--- src/rtl/gate_matrix_loader.sv ---
// Serial row-major gate-matrix loader: shadow-buffers one frame, then atomically commits it to the gate array.
// Optional IDENTITY_ON_RESET_EN: reset loads gate with the identity matrix instead of zeros.
module gate_matrix_loader #(
  parameter int SIZE = 8,
  parameter int N    = 3
) (
  input  logic            clk,
  input  logic            reset,
  input  logic [SIZE-1:0] in_data,
  input  logic            in_valid,
  input  logic            in_last,
  output logic            in_ready,
  output logic [SIZE-1:0] gate [(1<<N)-1:0][(1<<N)-1:0],
  output logic            gate_valid,
  input  logic            gate_ack,
  output logic            frame_err
);
  localparam int DIM = 1 << N;
  localparam int CW  = 2 * N;
  localparam logic [CW-1:0] LAST_IDX = '1;
`ifdef IDENTITY_ON_RESET_EN
  localparam logic [SIZE-1:0] ONE = SIZE'(1) << (SIZE - 2);
`endif

  typedef enum logic [1:0] {IDLE, LOAD, HOLD} state_t;

  state_t          r_state, w_state_nxt;
  logic [CW-1:0]   r_cnt;
  logic [SIZE-1:0] r_shadow [DIM][DIM];
  logic            r_gate_valid, r_frame_err;
  logic            w_xfer, w_term, w_commit, w_err, w_ack;

  assign in_ready   = reset & (r_state != HOLD);
  assign w_xfer     = in_valid & in_ready;
  assign w_term     = (r_cnt == LAST_IDX);
  assign w_ack      = (r_state == HOLD) & gate_ack;
  assign gate_valid = r_gate_valid;
  assign frame_err  = r_frame_err;

  // in_last must coincide exactly with the terminal element; any disagreement drops the frame.
  always_comb begin
    w_state_nxt = r_state;
    w_commit    = 1'b0;
    w_err       = 1'b0;
    case (r_state)
      IDLE, LOAD: begin
        if (w_xfer) begin
          if (in_last != w_term) begin
            w_err       = 1'b1;
            w_state_nxt = IDLE;
          end else if (w_term) begin
            w_commit    = 1'b1;
            w_state_nxt = HOLD;
          end else begin
            w_state_nxt = LOAD;
          end
        end
      end
      HOLD:    if (gate_ack) w_state_nxt = IDLE;
      default: w_state_nxt = IDLE;
    endcase
  end

  always_ff @(posedge clk or negedge reset) begin
    if (!reset) r_state <= IDLE;
    else        r_state <= w_state_nxt;
  end

  always_ff @(posedge clk or negedge reset) begin
    if (!reset) begin
      r_cnt        <= '0;
      r_gate_valid <= 1'b0;
      r_frame_err  <= 1'b0;
    end else begin
      r_frame_err <= w_err;
      if (w_err || w_commit || w_ack) r_cnt <= '0;
      else if (w_xfer)                r_cnt <= r_cnt + 1'b1;
      if (w_commit)                      r_gate_valid <= 1'b1;
      else if (r_gate_valid && gate_ack) r_gate_valid <= 1'b0;
    end
  end

  always_ff @(posedge clk or negedge reset) begin
    if (!reset) begin
      for (int r = 0; r < DIM; r++)
        for (int c = 0; c < DIM; c++)
          r_shadow[r][c] <= '0;
    end else if (w_xfer && !w_err) begin
      r_shadow[r_cnt[CW-1:N]][r_cnt[N-1:0]] <= in_data;
    end
  end

  // The terminal element is always [DIM-1][DIM-1]; take it straight from the input on commit.
  always_ff @(posedge clk or negedge reset) begin
    if (!reset) begin
      for (int r = 0; r < DIM; r++)
        for (int c = 0; c < DIM; c++)
`ifdef IDENTITY_ON_RESET_EN
          gate[r][c] <= (r == c) ? ONE : '0;
`else
          gate[r][c] <= '0;
`endif
    end else if (w_commit) begin
      for (int r = 0; r < DIM; r++)
        for (int c = 0; c < DIM; c++)
          gate[r][c] <= (r == DIM-1 && c == DIM-1) ? in_data : r_shadow[r][c];
    end
  end

endmodule
--- config.mk ---
export PLATFORM = sky130hd
export DESIGN_NAME = gate_matrix_loader
export DESIGN_NICKNAME = d
export VERILOG_FILES = /design/src/rtl/gate_matrix_loader.sv
export SDC_FILE = /design/constraint.sdc
export NUM_CORES = 1
export LEC_CHECK = 0
export CELL_PAD_IN_SITES_DETAIL_PLACEMENT = 1
export CELL_PAD_IN_SITES_GLOBAL_PLACEMENT = 1
export CORE_UTILIZATION = 50
export CTS_BUF_LIST = sky130_fd_sc_hd__clkbuf_2 sky130_fd_sc_hd__clkbuf_4 sky130_fd_sc_hd__clkbuf_8
export DETAILED_ROUTE_END_ITERATION = 7
export PLACE_DENSITY = 0.93
export SLEW_MARGIN = 20
export SYNTH_ARGS = -nofsm -noshare
export SYNTH_HDL_FRONTEND = slang
export SYNTH_SLANG_ARGS = --single-unit
export TNS_END_PERCENT = 1
--- constraint.sdc ---
create_clock -name clk -period 6 [get_ports clk]
set_clock_uncertainty 0.05 [all_clocks]
set_input_delay 1.5 -clock clk [delete_from_list [all_inputs] [get_ports clk]]
set_output_delay 1.5 -clock clk [all_outputs]
set_load 0.05 [all_outputs]
Word-level counts from Yosys, hierarchy flattened

Index checks and enable logic that the tools add are counted.
W data, S select, Z words.

Memory bits (read-only): 0
Input bits: 13
RAM bits: 0
Bits in latches: 0
Register bits: 1034
Memories: 0
Output and inout bits: 515
Logic and storage cells: 182

Muxes and demuxes: 21
Equality and inequality tests: 7
Add/sub/neg operators: 1
Div/mod/pow operators: 0
Bitwise gates (word level): 5
Shift operators: 0
Magnitude comparators: 4
Reduce and logical (&&, ||, !) cells: 12
Multiply operators: 0

Operators with widths:

| kind                  | count |
|---|---|
| $bwmux W512           | 1 |
| $demux W64 S3         | 1 |
| $mux W64              | 1 |
| $demux W8 S3          | 1 |
| $mux W6               | 2 |
| $mux W1               | 9 |
| $ge A4 B4 Y1 const B  | 2 |
| $lt A4 B1 Y1 const B  | 2 |
| $mux W2               | 4 |
| $mux W8               | 1 |
| $not A3 Y4            | 2 |
| $add A6 B1 Y6 const B | 1 |
| $eq A6 B6 Y1 const B  | 1 |
| $ne A2 B2 Y1 const B  | 3 |
| $logic_and A1 B1 Y1   | 4 |
| $pmux W2 S2           | 1 |
| $reduce_bool A2 Y1    | 2 |
| $and A1 B1 Y1         | 3 |
| $eq A2 B1 Y1 const B  | 1 |
| $eq A2 B2 Y1 const B  | 1 |
| $logic_not A2 Y1      | 1 |
| $logic_or A1 B1 Y1    | 2 |
| $reduce_and A2 Y1     | 1 |
| $reduce_or A2 Y1      | 1 |
| 2 further kinds       | 2 |

Depth between registers and ports, before layout

Depth in word-level cells: 8
Depth in mapped cells: 10
Gate-level depth less buffers: 7

Least setup slack after synthesis

Ideal clock, no wire load.

Kind: input to output
From: input port reset
To: output port in_ready
Buffers on the path: 0
Arrival time: 1907 ps
Stages on the path: 1
Path slack: 2543 ps
Cell sequence: and2_1

Word-level cells in the longest chain between the ends: 1

RTL lines:

| what          | RTL line | text |
|---|---|---|
| from (decl)   | 8        | `input logic reset,` |
| $and A1 B1 Y1 | 33       | `assign in_ready = reset & (r_state != HOLD);` |
| to (decl)     | 12       | `output logic in_ready,` |

Every way passes these cells.

Final worst setup path

Same ends and word-level chain as after synthesis.

==> impl_metrics.prom <==
# TYPE chip_impl_metric gauge
chip_impl_info{name="outcome",value="finished clean"} 1
chip_impl_metric{name="initial_cell_density_of_the_core",unit="%"} 50.52
chip_impl_metric{name="core_region_area",unit="mm2"} 0.07734
chip_impl_metric{name="placed_cell_area",unit="mm2"} 0.04534
chip_impl_info{name="cpLargestDelayFamily",value="buffers and inverters"} 1
chip_impl_metric{name="cts_buffers",unit=""} 165
chip_impl_metric{name="initialDrtViolationCount",unit=""} 1201
chip_impl_metric{name="critical_path_arrival",unit="ps"} 2870
chip_impl_metric{name="first_global_vias",unit=""} 26390
chip_impl_metric{name="power.leakage",unit="nW"} 24.52
chip_impl_metric{name="post_synth_instance_area",unit="mm2"} 0.03907
chip_impl_metric{name="die_area",unit="mm2"} 0.07926
chip_impl_metric{name="route.detailed.wl_per_inst",unit="um"} 30.62
chip_impl_info{name="timing.hold.worst.start",value="r_shadow[383]"} 1
chip_impl_metric{name="totalPowerFinal",unit="mW"} 14.58
chip_impl_info{name="cell_breakdown_of_the_critical_path",value="buf_8, and2_1, clkdlybuf4s50_1"} 1
chip_impl_metric{name="vias_per_cell",unit=""} 5.555
chip_impl_info{name="worstSetupPathType",value="in2out"} 1
chip_impl_metric{name="final_core_utilization",unit="%"} 63.21
chip_impl_metric{name="cts_repair_resize_count",unit=""} 0
chip_impl_metric{name="final_area",unit="mm2"} 0.04889
chip_impl_metric{name="final.period_utilization",unit="%"} 73.64
chip_impl_metric{name="die_x",unit="um"} 281.5
chip_impl_metric{name="arithmetic_cell_share_of_the_synthesized_area_counting_full_adders_half_adders_and_majority_gates",unit="%"} 0.09607
chip_impl_metric{name="preCtsSetupSlack",unit="ps"} 1309
chip_impl_metric{name="nets",unit=""} 2921
chip_impl_metric{name="timing.final.hold_violations",unit=""} 0
chip_impl_metric{name="r2r_slack",unit="ps"} 2430
chip_impl_metric{name="setup-tns-final",unit="ps"} 0
chip_impl_metric{name="clk_pin_slew_worst_paths",unit="ps"} 70
chip_impl_metric{name="synthDominantCellAreaShare",unit="%"} 65.71
chip_impl_metric{name="cts.sinks",unit=""} 1026
chip_impl_info{name="cell_at_the_root_of_the_clock_tree",value="sky130_fd_sc_hd__clkbuf_8"} 1
chip_impl_metric{name="irDropWorstVdd",unit="uV"} 191.1
chip_impl_metric{name="synth_compound_area_share",unit="%"} 0.08967
chip_impl_metric{name="post_synth_xor_area_fraction",unit="%"} 0.1121
chip_impl_metric{name="worstHoldPathCells",unit=""} 1
chip_impl_info{name="worstReg2RegEnd",value="r_shadow[258]"} 1
chip_impl_metric{name="layout-area-overhead-vs-synth",unit="%"} 25.13
chip_impl_metric{name="worst-r2r-cell-count",unit=""} 7
chip_impl_info{name="yosys.area.top_type",value="sky130_fd_sc_hd__dfrtp_1"} 1
chip_impl_info{name="tritoncts_clock_tree",value="yes"} 1
chip_impl_metric{name="grt_max_degree",unit=""} 191
chip_impl_info{name="hold_class",value="reg2reg"} 1
chip_impl_metric{name="req_time_crit_path",unit="ps"} 4450
chip_impl_metric{name="min_period",unit="ps"} 4418
chip_impl_info{name="worst_setup_path_start_kind",value="input port"} 1
chip_impl_metric{name="grt_overflow_total",unit=""} 0
chip_impl_info{name="worst_hold_path.endpoint",value="gate[135]"} 1
chip_impl_metric{name="finalWeightedCongestion",unit=""} 0.7793
chip_impl_metric{name="boundaryPins",unit=""} 528
chip_impl_metric{name="yosysUniqueCellTypes",unit=""} 40
chip_impl_info{name="synth_top_family_by_area",value="multiplexers"} 1
chip_impl_metric{name="wl_met1",unit="um"} 45450
chip_impl_metric{name="grtUsageTotal",unit="%"} 31.92
chip_impl_metric{name="antenna_found_initial",unit=""} 4
chip_impl_metric{name="dr_wl_met3",unit="um"} 7444
chip_impl_metric{name="routed_length_on_met2",unit="um"} 65230
chip_impl_metric{name="grt_pass1_wl",unit="um"} 183400
chip_impl_metric{name="net_count_after_synthesis",unit=""} 2333
chip_impl_metric{name="hpwl_dp",unit="um"} 73810
chip_impl_metric{name="number_of_buffers_inserted_by_port_buffering",unit=""} 527
chip_impl_metric{name="maxCapViolations",unit=""} 0
chip_impl_metric{name="slew_headroom",unit="%"} 23.79
chip_impl_metric{name="post_synth_inst_count",unit=""} 2317
chip_impl_metric{name="setup_viol",unit=""} 0
chip_impl_info{name="beginning_of_the_worst_register_to_register_path",value="r_cnt[1]"} 1
chip_impl_metric{name="critical_path_buf_inv_count",unit=""} 2
chip_impl_metric{name="powerDensity",unit="mW/mm2"} 298.3
chip_impl_metric{name="synth-seq-cells",unit=""} 1026
chip_impl_metric{name="drc",unit=""} 0
chip_impl_metric{name="worst-path-max-fanout",unit=""} 57
chip_impl_metric{name="clock.fmax",unit="MHz"} 226.3
chip_impl_metric{name="syn_area_per_cell",unit="um2"} 16.86
chip_impl_metric{name="max_slew.worst_pin.slew",unit="ps"} 1143
chip_impl_metric{name="timing.final.max_slew_violations",unit=""} 0
chip_impl_metric{name="clock_latency_late_sink",unit="ps"} 830
chip_impl_metric{name="final_cells",unit=""} 4070
chip_impl_metric{name="ant_nets",unit=""} 0
chip_impl_metric{name="final.hold.worst_slack",unit="ps"} 438.6
chip_impl_metric{name="muxShareOfSynthArea",unit="%"} 29.51
chip_impl_metric{name="timing.critical_path.slowest_cell_delay",unit="ps"} 800
chip_impl_metric{name="fillCellCount",unit=""} 6879
chip_impl_metric{name="postCtsSetupBuffers",unit=""} 0
chip_impl_metric{name="detailroute.via_count",unit=""} 22610
chip_impl_metric{name="ys_seq_area_share",unit="%"} 65.71
chip_impl_info{name="yosys-top-cells-area",value="sky130_fd_sc_hd__dfrtp_1, sky130_fd_sc_hd__mux2_2, sky130_fd_sc_hd__nand3_4, sky130_fd_sc_hd__mux2_4, sky130_fd_sc_hd__buf_2"} 1
chip_impl_metric{name="cts_hold_repair.buffers",unit=""} 0
chip_impl_metric{name="firstDrtPassIters",unit=""} 5
chip_impl_metric{name="finalWirelength",unit="um"} 124600
chip_impl_metric{name="placedCellCount",unit=""} 3777
chip_impl_info{name="rsz_0062_raised_after_global_routing",value="no"} 1
chip_impl_metric{name="layout_setup_ws",unit="ps"} 1582
chip_impl_metric{name="cts.htree.levels",unit=""} 4
chip_impl_metric{name="ys.warnings.count",unit=""} 0
chip_impl_info{name="crit_start",value="reset"} 1
chip_impl_metric{name="cts_buffer_depth",unit=""} 3
chip_impl_info{name="setup.worst_path.end_class",value="primary output"} 1
chip_impl_metric{name="drive_above_1_share",unit="%"} 46.35
chip_impl_info{name="topRoutingLayerUsed",value="met5"} 1
chip_impl_metric{name="multiInputGateArea",unit="mm2"} 0.01273
chip_impl_metric{name="final-seq-area",unit="mm2"} 0.02567
chip_impl_metric{name="die_h",unit="um"} 281.5
chip_impl_metric{name="post_synth_and_or_nand_nor_area_fraction",unit="%"} 2.696
chip_impl_metric{name="core.rowCount",unit=""} 102
chip_impl_info{name="worst_path_max_delay_cell",value="sky130_fd_sc_hd__clkdlybuf4s50_1"} 1
-- layout make-up --
class | count | area share [%]
Sequential cell | 1026 | 52.52
Multi-Input combinational cell | 1144 | 26.03
Timing Repair Buffer | 565 | 11.58
Clock buffer | 250 | 6.437
Tap cell | 1040 | 2.662
Clock inverter | 41 | 0.7422
Inverter | 3 | 0.02303
Antenna cell | 1 | 0.005118
-- cell usage after synthesis --
cell type	count
sky130_fd_sc_hd__buf_4	1
sky130_fd_sc_hd__mux2_2	992
sky130_fd_sc_hd__mux2_4	24
sky130_fd_sc_hd__nor2_1	8
sky130_fd_sc_hd__nand3b_1	4
sky130_fd_sc_hd__nor3b_1	4
sky130_fd_sc_hd__and3b_1	2
sky130_fd_sc_hd__inv_1	3
sky130_fd_sc_hd__nor2b_2	1
sky130_fd_sc_hd__nand2_1	21
sky130_fd_sc_hd__nand3_4	30
sky130_fd_sc_hd__buf_2	66
sky130_fd_sc_hd__ha_1	3
sky130_fd_sc_hd__nand3_2	2
sky130_fd_sc_hd__nand2_2	4
sky130_fd_sc_hd__nor4_4	3
sky130_fd_sc_hd__nand2_4	1
sky130_fd_sc_hd__o21ai_0	4
sky130_fd_sc_hd__nand2b_1	1
sky130_fd_sc_hd__nand3_1	4
sky130_fd_sc_hd__buf_1	15
sky130_fd_sc_hd__nor3_1	2
sky130_fd_sc_hd__nor3_2	2
sky130_fd_sc_hd__xor2_1	1
sky130_fd_sc_hd__or2b_1	1
sky130_fd_sc_hd__nor4_1	1
sky130_fd_sc_hd__o21ai_1	1
sky130_fd_sc_hd__and3_1	2
sky130_fd_sc_hd__a21oi_1	2
sky130_fd_sc_hd__buf_12	3
sky130_fd_sc_hd__xnor2_1	4
sky130_fd_sc_hd__dfrtp_1	1026
sky130_fd_sc_hd__clkbuf_1	58
sky130_fd_sc_hd__and2_1	9
sky130_fd_sc_hd__and4_1	2
sky130_fd_sc_hd__and2_0	3
sky130_fd_sc_hd__nor2_2	2
sky130_fd_sc_hd__buf_6	1
sky130_fd_sc_hd__nand4_1	1
sky130_fd_sc_hd__nor2b_1	3
-- routing by layer --
layer / global-route usage (%) / vias to the layer above
met5: 0 / -
met4: 16.26 / 2
met3: 8.411 / 333
met2: 55.49 / 767
met1: 36.19 / 12160
li1: - / 9346
-- where the power goes --
part / internal (mW) / switching, mW
logic: 0.266 / 0.548
clock network: 3.47 / 2.99
registers: 7.13 / 0.177
-- cells in the final DEF, fill, tap and decap left out, types with 4 or more instances in the layout --
cell type | netlist | routed
sky130_fd_sc_hd__nand3b_1 | 4 | 4
sky130_fd_sc_hd__mux2_2 | 992 | 992
sky130_fd_sc_hd__nand2_2 | 4 | 4
sky130_fd_sc_hd__and2_1 | 9 | 9
sky130_fd_sc_hd__nand3_4 | 30 | 30
sky130_fd_sc_hd__buf_4 | 1 | 28
sky130_fd_sc_hd__mux2_4 | 24 | 24
sky130_fd_sc_hd__clkbuf_8 | 0 | 203
sky130_fd_sc_hd__o21ai_0 | 4 | 4
sky130_fd_sc_hd__clkinvlp_4 | 0 | 5
sky130_fd_sc_hd__clkinv_2 | 0 | 23
sky130_fd_sc_hd__clkdlybuf4s50_1 | 0 | 518
sky130_fd_sc_hd__buf_12 | 3 | 7
sky130_fd_sc_hd__clkbuf_4 | 0 | 47
sky130_fd_sc_hd__nand2_1 | 21 | 21
sky130_fd_sc_hd__nand3_1 | 4 | 4
sky130_fd_sc_hd__nor2_1 | 8 | 8
sky130_fd_sc_hd__xnor2_1 | 4 | 4
sky130_fd_sc_hd__dfrtp_1 | 1026 | 1026
sky130_fd_sc_hd__buf_2 | 66 | 7
-- registers in the layout (all words and copies together) (netlist names) --
name        cells
gate_valid      1
r_shadow      504
r_state         2
frame_err       1
gate          512
r_cnt           6
-- worst max path at each step --
| stage | slack (ps) | end | cells after the start |
|---|---|---|---|
| 2_1_floorplan | 2540 | in_ready | 1 |
| 3_3_place_gp | 1430 | r_shadow[290] | 7 |
| 3_5_place_dp | 1310 | r_shadow[256] | 7 |
| 4_1_cts | 1570 | in_ready | 3 |
| 5_1_grt | 1490 | in_ready | 3 |
| 6_report | 1580 | in_ready | 3 |
-- cells by family (layout without fill, tap and decap cells) --
logic type / after synthesis / count (layout)
DFF: 1026 / 1026
xor gates and xnor gates: 5 / 5
and+or+nand+nor: 113 / 113
other: 0 / 1
AOI/OAI and AO/OA: 7 / 7
buffers and inverters: 147 / 859
muxes: 1016 / 1016
adders and majority gates: 3 / 3
Power figures use the tool's default switching activity.
